**config.mk**
```make
export PLATFORM = sky130hd
export DESIGN_NAME = din_loader
export DESIGN_NICKNAME = d
export VERILOG_FILES = /design/src/rtl/din_loader.sv
export SDC_FILE = /design/constraint.sdc
export NUM_CORES = 2
export LEC_CHECK = 0
export CORE_AREA = 3 3 601 603
export CTS_CLUSTER_DIAMETER = 80
export DETAILED_ROUTE_END_ITERATION = 8
export DIE_AREA = 0 0 604 606
export GPL_TIMING_DRIVEN = 0
export PLACE_DENSITY = 0.46
export SYNTH_ARGS = -nofsm -noshare
export SYNTH_HDL_FRONTEND = slang
export SYNTH_SLANG_ARGS = --single-unit
```
**constraint.sdc**
```tcl
create_clock -name clk -period 2.1 [get_ports clk]
set_input_delay 0.525 -clock clk [delete_from_list [all_inputs] [get_ports clk]]
set_output_delay 0.525 -clock clk [all_outputs]
set_load 0.005 [all_outputs]
```
**src/rtl/din_loader.sv**
```systemverilog
// din_loader: assembles a WIDTH-bit operand from a stream of WORD-bit words
// (least-significant word first) and presents it with a one-cycle d_in pulse.
// A word carrying in_last before the final word is a framing error: err
// pulses, the partial operand stays visible and the loader returns to IDLE.
module din_loader #(
  parameter int WIDTH = 1506,
  parameter int WORD  = 32,
  parameter int NW    = 48
) (
  input  logic             clk,
  input  logic             rst_n,
  input  logic             in_valid,
  input  logic [WORD-1:0]  in_data,
  input  logic             in_last,
  input  logic [7:0]       in_addr,
  output logic             in_ready,
  output logic             d_in,
  output logic [WIDTH-1:0] a_1,
  output logic [7:0]       wr_addr,
  output logic             busy,
  output logic             err
);

  typedef enum logic [1:0] {IDLE, LOAD, DONE} state_t;

  state_t           r_state;
  state_t           w_next;
  logic [5:0]       r_cnt;
  logic [WIDTH-1:0] r_a1;
  logic [7:0]       r_addr;
  logic             r_err;

  logic             w_xfer;
  logic             w_last_word;
  logic [WIDTH-1:0] w_word;
  logic [WIDTH-1:0] w_mask;
  logic [WIDTH-1:0] w_a1_nxt;

  assign w_xfer      = in_valid & in_ready;
  assign w_last_word = (r_cnt == 6'(NW-1));

  // Place the incoming word at slot cnt; bits shifted past WIDTH-1 fall off,
  // which is what clips the top word of the operand.
  assign w_word = WIDTH'(in_data) << (WORD * r_cnt);
  assign w_mask = WIDTH'({WORD{1'b1}}) << (WORD * r_cnt);

  // Word 0 starts a fresh operand (cnt is 0 in IDLE, so w_word holds only word 0)
  always_comb begin
    w_a1_nxt = (r_a1 & ~w_mask) | w_word;
    if (r_state == IDLE) w_a1_nxt = w_word;
  end

  // State register
  always_ff @(posedge clk or negedge rst_n) begin
    if (!rst_n) r_state <= IDLE;
    else        r_state <= w_next;
  end

  // Next-state: the final word always completes, an early in_last aborts
  always_comb begin
    w_next = r_state;
    case (r_state)
      IDLE, LOAD: begin
        if (w_xfer) begin
          if (w_last_word)  w_next = DONE;
          else if (in_last) w_next = IDLE;
          else              w_next = LOAD;
        end
      end
      DONE:    w_next = IDLE;
      default: w_next = IDLE;
    endcase
  end

  // Outputs decoded from state; in_ready is held low while reset is asserted
  always_comb begin
    in_ready = 1'b0;
    d_in     = 1'b0;
    busy     = 1'b0;
    case (r_state)
      IDLE: in_ready = rst_n;
      LOAD: begin
        in_ready = rst_n;
        busy     = 1'b1;
      end
      DONE: begin
        d_in = 1'b1;
        busy = 1'b1;
      end
      default: ;
    endcase
  end

  // Datapath: operand assembly, address capture, word counter, error pulse
  always_ff @(posedge clk or negedge rst_n) begin
    if (!rst_n) begin
      r_cnt  <= '0;
      r_a1   <= '0;
      r_addr <= '0;
      r_err  <= 1'b0;
    end else begin
      r_err <= 1'b0;
      if (w_xfer) begin
        r_a1 <= w_a1_nxt;
        if (r_state == IDLE) r_addr <= in_addr;
        if (w_last_word) begin
          r_cnt <= '0;
        end else if (in_last) begin
          r_cnt <= '0;
          r_err <= 1'b1;
        end else begin
          r_cnt <= r_cnt + 6'd1;
        end
      end
    end
  end

  assign a_1     = r_a1;
  assign wr_addr = r_addr;
  assign err     = r_err;

endmodule

```
==> metrics.md <==
| Metric | Value |
|---|---|
| Area Overhead vs Synth | 71.1% |
| Iteration-0 DRC Markers | 4631 |
| Proportion of layout cells with a drive suffix above 1 | 0.244 |
| Proportion of synthesized flip-flops having asynchronous set or reset | 1.00 |
| Violated checks | negative hold slack, negative setup slack |
| Sinks on Clock Net | around 1500 |
| Starting density of the core | 0.155 |
| Detailed placer's ending HPWL | between 300000 and 400000 um |
| Cell type of the slowest stage on the worst timing path | dfrtp_1 |
| Number of levels the H-tree was split into | 4 |
| Post-route antenna net violation count | 0 |
| Start-to-end type of the worst setup path | register to register |
| Weighted congestion reported at the end of routability-driven placement | 0.872 |
| Aggregate global routing overflow | 0 |
| Average size of a mapped cell | approximately 14 sq um |
| Data arrival time of the critical path | between 3 and 4 ns |
| Die Outline Area | 366000 sq um |
| Post-Synthesis Cells | 3860 |
| Vias in the first global route | 47548 |
| Peak supply drop | 647 uV |
| Worst path max stage delay | 0.39 ns |
| Worst hold-check slack | -0.412 ns |
| Final setup vio count | 2903 |
| Commonest cells after routing, fill and taps aside | 1504 x a22o_1, 1504 x dfrtp_1, 1353 x clkdlybuf4s50_1 |
| Root buffer selected by CTS | clkbuf_16 |
| CP Capture Type | register |
| Pin count of the biggest net entering global routing | about 170 |
| Power per cell area | 935 nW/um^2 |
| Final net count | around 6100 |
| Class of the most critical hold timing path | input pin to asynchronous set/reset pin |
| Setup WS post-layout | -0.360 ns |
| IO Count | 1562 |
| End of the critical path | a_1[759]$_DFFE_PN0P_ |
| Clock latency on the worst-skew pair | 0.87 ns |
| Tightest slew margin relative to the limit | 0.192 |
| Maximum clock frequency | approximately 400 MHz |
| Number of synthesized register bits | between 1500 and 2000 |
| Maximum clock path buffer count | 4 |
| Register-to-Register Setup Slack | -0.36 ns |
| Worst-case reg-to-reg path depth | 11 |
| Area of the core | 356000 sq um |
| Critical path cell sequence | buf_6 -> ha_4 -> buf_6 -> o211a_4 -> buf_12 -> buf_4 -> buf_8 -> a31oi_4 -> buf_16 -> clkbuf_2 -> a22o_1 |
| Worst flop-to-flop path endpoint | a_1[759]$_DFFE_PN0P_ |
| Slew at the pin closest to its max-slew limit | 1.21 ns |
| Number of antenna violations at the first check in global routing | 63 |
| RSZ-0062 raised after global routing | yes |
| Element type at the critical path start | register |
| Hold violation total from the final report | between 150 and 200 |
| Number of enable flip-flop cells after synthesis | 0 |
| Count of TritonRoute iterations in the first routing pass | 6 |
| First-pass GRT wire length | 518000 um |
| Worst reg2reg path startpoint | r_state[0]$_DFFE_PN0P_ |
| Top fanout value on the critical path | 10 |
| Clock-pin transition on the worst setup and hold timing paths | 0.06 ns |
| Proportion of synthesized chip area in sequential cells | 0.689 |
| Synthesis Warnings | 0 |
| Number of standard cells in the final layout excluding fillers | 10921 |
| Min Clock Period, post-route | 2.46 ns |
| Placed cell count | around 10000 |
| Horizontal die dimension | 604 um |
| Final Cycle Share | 1.17 |
| Max-cap viol count | 0 |
| Worst setup path start | r_state[0]$_DFFE_PN0P_ |
| Static Leakage | 42.8 nW |
| # DRC | 0 |
| Clock skew after layout | 0.0417 ns |
| Netlist cell types | 36 |
| Cts bufs inserted | 191 |
| Area of the mapped netlist | 55300 sq um |
| Number of cell rows | roughly 220 |
| CP required | 2.89 ns |
| Die extent in y | 606 um |
| Seq. cell area | 38100 sq um |
| Global router's overall resource usage | 0.215 |
| Total vias in the final route | 48343 |
| Max-slew violation count | 0 |
| Cell mode on critical path | buf_6 |
| Multi-input logic area | 18100 sq um |
| TritonCTS clock tree | yes |
| Routed WL per cell | 38.3 um |
| Predominant post-synthesis flop cell | dfrtp_1 |
| Detailed Route WL | 418000 um |
| Net count after synthesis | 3913 |
| Status | finished, violations left |
| Routed vias/inst | 4.43 |
| Fill cells | 36349 |
| Count of port buffers added during placement | 1561 |
==> where the power goes <==
group          switching (W)  internal (W)
Combinational         0.0144       0.00753
Sequential          0.000877        0.0305
Clock                 0.0145        0.0208
==> cell type report <==
cell class	instances	share of cell area
antenna	19	0.000502
buffer	358	0.0417
clock buffer	263	0.0579
clock inverter	81	0.0121
inverter	7	0.000410
multi-input combinational	1963	0.191
sequential	1523	0.403
tap	4751	0.0628
timing repair buffer	1956	0.231
==> timing repair <==
action,4_1_cts,5_1_grt
resized for setup,1151,652
setup endpoints to repair,3210,3175
cloned,23,43
hold endpoints to repair,169,169
pin swaps,130,83
buffers inserted,151,118
==> worst max-delay path, delay by kind of cell (launching register included) <==
kind / cells / cell delay (ns)
compound gates: 3 / 0.65
buf+inv: 7 / 1.14
flops: 1 / 0.39
fa+ha+maj: 1 / 0.17
==> stage by stage <==
step	cell area [sq um]	worst slack, ns	TNS (ns)	power, W	util
after floorplan	55300	-0.0219	-2.36	0.0365	-
after global placement	76900	-74.92	-	0.0434	0.216
after detailed placement	78500	-3.64	-4389.95	0.0490	0.220
after CTS	90600	-0.408	-795.76	0.0876	0.254
after global routing	94600	-0.433	-704.83	0.0913	0.266
final	94700	-0.360	-505.44	0.0885	0.266
==> sequential cells by signal (all words and copies together) (netlist names) <==
name,flops
r_cnt,6
r_state,2
wr_addr,8
a_1,1506
err,1
==> routing by layer <==
metal / vias to the layer above / share of wire / global-route usage
met4: 16 / 0.045 / 0.0785
met3: 586 / 0.083 / 0.0587
li1: 19189 / - / -
met5: - / 0.00029 / 0
met2: 2628 / 0.49 / 0.367
met1: 25924 / 0.38 / 0.258
==> cells by family (layout without fill, tap and decap cells) <==
kind of cell | count (synthesis) | after routing | synth area share
compound gates | 1571 | 1571 | 0.247
fa+ha+maj | 9 | 9 | 0.00204
buf+inv | 374 | 2665 | 0.0326
flops | 1523 | 1523 | 0.689
other cells | 0 | 19 | 0
simple gates | 383 | 383 | 0.0294
==> cell usage after synthesis, types with 7 or more instances <==
| cell | n | area, sq um |
|---|---|---|
| dfrtp_1 | 1523 | 38100 |
| a22o_1 | 1504 | 13200 |
| buf_2 | 266 | 1330 |
| nor2_1 | 256 | 961 |
| clkbuf_1 | 76 | 285 |
| nand2_1 | 64 | 240 |
| a31oi_1 | 38 | 238 |
| nand2b_1 | 34 | 213 |
| buf_4 | 17 | 128 |
| a31oi_2 | 10 | 125 |
| ha_1 | 9 | 113 |
| and2_1 | 8 | 50.1 |
| buf_1 | 7 | 26.3 |
| inv_1 | 7 | 26.3 |
==> worst min-delay path by stage <==
stage	startpoint	cells after the start	slack, ns	end
after floorplan	rst_n	0	0.23	a_1[0]$_DFFE_PN0P_
after global placement	wr_addr[4]$_DFFE_PN0P_	2	0.48	wr_addr[4]$_DFFE_PN0P_
after detailed placement	wr_addr[2]$_DFFE_PN0P_	2	0.47	wr_addr[2]$_DFFE_PN0P_
after CTS	rst_n	1	-0.46	a_1[1169]$_DFFE_PN0P_
after global routing	rst_n	1	-0.41	a_1[654]$_DFFE_PN0P_
final	rst_n	1	-0.41	a_1[1164]$_DFFE_PN0P_
No activity file was read; power rests on OpenSTA's default activity.
